File: src/rtl/odo_sbox_seq.sv
// rtl/odo_sbox_seq.sv - time-shares one 6-bit S-box over a CHUNKS x 6-bit word.
// Optional abort input under `ifdef ODO_SBOX_SEQ_ABORT_EN.
module odo_sbox_seq #(
  parameter int CHUNKS   = 10,
  parameter int SBOX_LAT = 1
) (
  input  logic                clk,
  input  logic                rst_n,
`ifdef ODO_SBOX_SEQ_ABORT_EN
  input  logic                abort,
`endif
  input  logic                start_valid,
  output logic                start_ready,
  input  logic [6*CHUNKS-1:0] data_in,
  output logic [5:0]          sbox_in,
  input  logic [5:0]          sbox_out,
  output logic                result_valid,
  input  logic                result_ready,
  output logic [6*CHUNKS-1:0] data_out,
  output logic                busy
);

  localparam int W  = 6 * CHUNKS;
  localparam int CW = $clog2(CHUNKS) + 1;

  typedef enum logic [1:0] {IDLE, FEED, DRAIN, DONE} state_t;

  state_t          state;
  logic [W-1:0]    word_q;
  logic [CW-1:0]   issue_cnt;
  logic [SBOX_LAT:0] pipe_vld;
  logic [CW-1:0]   pipe_idx [SBOX_LAT+1];
  logic            ready_q;
  logic            hold_q;
  logic            abort_hit;
  logic            accept;
  logic            push_vld;
  logic [CW-1:0]   push_idx;
  logic            last_cap;
  logic [5:0]      next_chunk;

`ifdef ODO_SBOX_SEQ_ABORT_EN
  assign abort_hit = abort && (state != IDLE);

  // start_ready is masked for one idle cycle after an abort so stale S-box data drains.
  always_ff @(posedge clk or negedge rst_n) begin
    if (!rst_n) hold_q <= 1'b0;
    else        hold_q <= abort_hit;
  end
`else
  assign abort_hit = 1'b0;
  assign hold_q    = 1'b0;
`endif

  assign start_ready = ready_q && !hold_q;
  assign accept      = start_valid && start_ready && (state == IDLE);
  assign push_vld    = accept || (state == FEED);
  assign push_idx    = (state == FEED) ? issue_cnt : '0;
  assign last_cap    = pipe_vld[SBOX_LAT] && (pipe_idx[SBOX_LAT] == CW'(CHUNKS - 1));

  always_comb begin
    next_chunk = '0;
    for (int k = 0; k < CHUNKS; k++) begin
      if (issue_cnt == CW'(k)) next_chunk = word_q[6*k +: 6];
    end
  end

  always_ff @(posedge clk or negedge rst_n) begin
    if (!rst_n) begin
      state        <= IDLE;
      word_q       <= '0;
      issue_cnt    <= '0;
      pipe_vld     <= '0;
      for (int k = 0; k <= SBOX_LAT; k++) pipe_idx[k] <= '0;
      ready_q      <= 1'b1;
      busy         <= 1'b0;
      sbox_in      <= '0;
      result_valid <= 1'b0;
      data_out     <= '0;
    end else begin
      // Capture runs regardless of state so FEED and DRAIN overlap.
      pipe_vld    <= {pipe_vld[SBOX_LAT-1:0], push_vld};
      pipe_idx[0] <= push_idx;
      for (int k = 1; k <= SBOX_LAT; k++) pipe_idx[k] <= pipe_idx[k-1];

      if (abort_hit) begin
        state        <= IDLE;
        pipe_vld     <= '0;
        issue_cnt    <= '0;
        result_valid <= 1'b0;
        busy         <= 1'b0;
        ready_q      <= 1'b1;
      end else begin
        if (pipe_vld[SBOX_LAT]) begin
          for (int k = 0; k < CHUNKS; k++) begin
            if (pipe_idx[SBOX_LAT] == CW'(k)) data_out[6*k +: 6] <= sbox_out;
          end
        end
        case (state)
          IDLE: begin
            if (accept) begin
              word_q    <= data_in;
              sbox_in   <= data_in[5:0];
              issue_cnt <= CW'(1);
              ready_q   <= 1'b0;
              busy      <= 1'b1;
              state     <= FEED;
            end
          end
          FEED: begin
            sbox_in   <= next_chunk;
            issue_cnt <= issue_cnt + CW'(1);
            if (issue_cnt == CW'(CHUNKS - 1)) state <= DRAIN;
          end
          DRAIN: begin
            if (last_cap) begin
              result_valid <= 1'b1;
              state        <= DONE;
            end
          end
          DONE: begin
            if (result_ready) begin
              result_valid <= 1'b0;
              busy         <= 1'b0;
              ready_q      <= 1'b1;
              state        <= IDLE;
            end
          end
          default: state <= IDLE;
        endcase
      end
    end
  end

endmodule

File: config.mk
export PLATFORM = sky130hd
export DESIGN_NAME = odo_sbox_seq
export DESIGN_NICKNAME = d
export VERILOG_FILES = /design/src/rtl/odo_sbox_seq.sv
export SDC_FILE = /design/constraint.sdc
export NUM_CORES = 1
export LEC_CHECK = 0
export BUFFER_PORTS_ARGS = -buffer_cell sky130_fd_sc_hd__buf_2
export CAP_MARGIN = 30
export CORE_AREA = 5 5 88 151
export CTS_BUF_LIST = sky130_fd_sc_hd__clkbuf_8
export DETAILED_ROUTE_END_ITERATION = 6
export DIE_AREA = 0 0 93 156
export GPL_TIMING_DRIVEN = 0
export PLACE_DENSITY = 0.84
export SETUP_SLACK_MARGIN = 0.2
export SYNTH_ARGS = -nofsm -noshare
export SYNTH_HDL_FRONTEND = slang
export SYNTH_SLANG_ARGS = --single-unit
export TNS_END_PERCENT = 20
File: constraint.sdc
create_clock -name clk -period 2.4 [get_ports clk]
set_clock_uncertainty 0.2 [all_clocks]
set_input_delay 0.12 -clock clk [delete_from_list [all_inputs] [get_ports clk]]
set_output_delay 0.12 -clock clk [all_outputs]
set_load 0.005 [all_outputs]
==> metrics.yaml <==
clock_tree:
  htree_levels: 4
  clockBufferDepth: 2
  clk_latency_ps: 440
  cts_root_buffer: "clkbuf_8"
  clock-sinks: 148
  cts_tree: "done"
  cts_buffers: 17
  clkSlewWorstSetupHoldPaths_ps: 90
layout:
  utilization_pct: 73.4
  fin_area_um2: 8760
  area_growth_pct: 32.6
  drive_gt1_share_pct: 32.3
  final_cells: 1017
  nets: 946
timing:
  maxSlewViolCount: 0
  relSlewSlack_pct: 59.5
  hold-worst-slack_ps: -2.58
  fin_tns_setup_ps: 0
  hold_violations: 2
  period_needed_ps: 2330
  min_period_over_period_pct: 97.2
  tightest_slew_ps: 599
  finalSetupViolCount: 0
  fmax_mhz: 429
  rsz0062_at_grt: "yes"
run_status:
  status: "complete, but fails checks"
  violations: "negative hold slack"
floorplan:
  die_w_um: 93
  pin_count: 139
  coreArea_um2: 11900
  die_h_um: 156
  die_area_um2: 14500
  start_util_pct: 55.3
  num_rows: 53
grt:
  grt_usage_pct: 27.7
  first_global_vias: 6199
  grt_max_degree: 93
  overflow: 0
  grt_pass1_wl_um: 30900
  grt_antenna_before_repair: 0
hold_path:
  hold_class: "input pin to async pin"
drt:
  drt_pass1_iterations: 5
  ant_nets: 0
  wl_per_cell_um: 19.6
  drt_iter0_markers: 302
  vias: 5840
  drc: 0
  wl_um: 19900
  vias_per_cell: 5.74
yosys:
  synth_cells: 648
  yosysMostFrequentCell: "nand2_1"
  yosysSeqAreaShare_pct: 56.1
  synth_top_area_cell: "dfrtp_1"
  ys_ff_latch: 148
  ys_types: 54
  syn_avg_cell_area_um2: 10.2
  ys_top_cells_by_count: "nand2_1, dfrtp_1, mux2_2, clkbuf_1, nor2_1"
  syn_area_um2: 6600
  ys_top_cells_by_area: "dfrtp_1, nand2_1, mux2_2, a21oi_1, ha_1"
  synth_fp_nets: 727
  yosysTopAreaCellShare_pct: 55.7
  async_reset_ff_share_pct: 100
  synth_ff_type: "dfrtp_1"
  yosysWarningCount: 0
  synth_edf_count: 0
placed_design:
  io_buffers: 132
  place.gp.congestion: 0.948
  dpl_cell_area_um2: 7470
  placed_cells: 918
  dpl.hpwl_um: 13700
setup_path:
  required_ps: 2520
  cp.buffers_inverters: 2
  cp-start-kind: "register"
  cp_max_fo: 10
  critPathTopFamily: "compound AO/OA/AOI/OAI gates"
  slowest_delay_ps: 410
  crit_chain: "inv_2, ha_1, clkbuf_8, nor2b_1, a22o_1, a211o_1, a221oi_4, o32ai_1"
  crit_arrival_ps: 2450
  cp-end-kind: "register"
  cp_slowest_cell: "dfrtp_1"
  reg2reg_slack_ps: 70
  critPathKind: "register to register"
job:
  cap_violations: 0
power:
  ir_drop_uv: 661
  power_density_nw_per_um2: 1190
  p_leak_uw: 0.00422
==> state kept, by name, indices dropped and copies added (netlist names) <==
name	flops
word_q	60
start_ready	1
data_out	60
result_valid	1
busy	1
pipe_idx	10
pipe_vld	2
issue_cnt	5
sbox_in	6
state	2
==> metrics by stage <==
stage,total power (uW),hold WS (ps),worst slack [ps]
floorplan,6310,-376,233
global placement,7610,110,-910
detailed placement,7810,-89.1,-376
CTS,10000,0.686,89.0
global route,11000,17.1,30.0
finish,10400,-2.58,68.0
==> kinds of logic (layout without fill, tap and decap cells) <==
| family | count (synthesis) | in the layout | share of synthesized area (%) |
|---|---|---|---|
| simple gates | 274 | 274 | 18.0 |
| fa+ha+maj | 9 | 9 | 1.71 |
| other cells | 0 | 1 | 0 |
| compound gates | 101 | 101 | 10.4 |
| buf+inv | 54 | 285 | 3.24 |
| mux | 62 | 62 | 10.6 |
| flops | 148 | 148 | 56.1 |
==> where the power goes <==
| part | switching [uW] | leakage (uW) | internal [uW] | total, uW |
|---|---|---|---|---|
| combinational | 2340 | 0.00219 | 1910 | 4250 |
| clock | 937 | 0.000205 | 1050 | 1980 |
| sequential | 687 | 0.00182 | 3470 | 4160 |
==> timing repair <==
| item | in CTS | in global routing |
|---|---|---|
| gates resized for setup | 29 | 48 |
| pin swaps | 0 | 4 |
| hold buffers | 64 | 0 |
| hold endpoints to repair | 216 | 0 |
| buffers inserted | 0 | 3 |
| setup endpoints to repair | 59 | 62 |
==> layer usage <==
metal  wire (um)  up-vias  global-route usage [%]  share of wire (%)
li1            -     2656                       -                  -
met1        6730     2780                    26.9                 34
met2       10800      301                    51.6                 54
met3        1110      103                    5.79                5.6
met4        1280        0                    18.2                6.5
met5           0        -                       0                  0
==> cell type report <==
class | count | area [um2]
clock buffer | 18 | 248
inverter | 14 | 56.3
buffer | 40 | 213
clock inverter | 13 | 156
timing repair buffer | 200 | 1370
multi-input combinational | 446 | 2830
tap | 137 | 171
sequential | 148 | 3700
fill | 825 | 3180
antenna | 1 | 2.50
==> layout by cell type (no fill, tap or decap), types with 4 or more instances in the layout <==
cell type	count
clkbuf_8	19
buf_2	136
nand2_1	200
inv_1	11
nor2b_1	7
dlygate4sd3_1	64
nor2_1	23
nand2b_1	5
a22oi_1	4
o21ai_0	16
dfrtp_1	147
clkbuf_1	9
mux2_2	61
buf_4	4
o22a_1	4
nor3_1	4
buf_1	7
clkinv_2	5
ha_1	7
o22ai_1	7
clkbuf_4	5
clkbuf_2	10
o211ai_1	4
nand3_1	6
a21oi_1	24
==> path summary, 6_finish.rpt <==
kind / startpoint / to / depth (start not counted)
min in group clk: sbox_out[1] / data_out[55]$_DFFE_PN0P_ / 2
worst min-delay path: rst_n / data_out[33]$_DFFE_PN0P_ / 2
worst min register to register: pipe_idx[9]$_DFF_PN0_ / pipe_idx[4]$_DFF_PN0_ / 0
worst max-delay path: issue_cnt[0]$_DFFE_PN0P_ / sbox_in[5]$_DFFE_PN0P_ / 8
worst max register to register: issue_cnt[0]$_DFFE_PN0P_ / sbox_in[5]$_DFFE_PN0P_ / 8
max in group asynchronous: rst_n / start_ready$_DFFE_PN1P_ / 3
No activity file was read; power rests on OpenSTA's default activity.
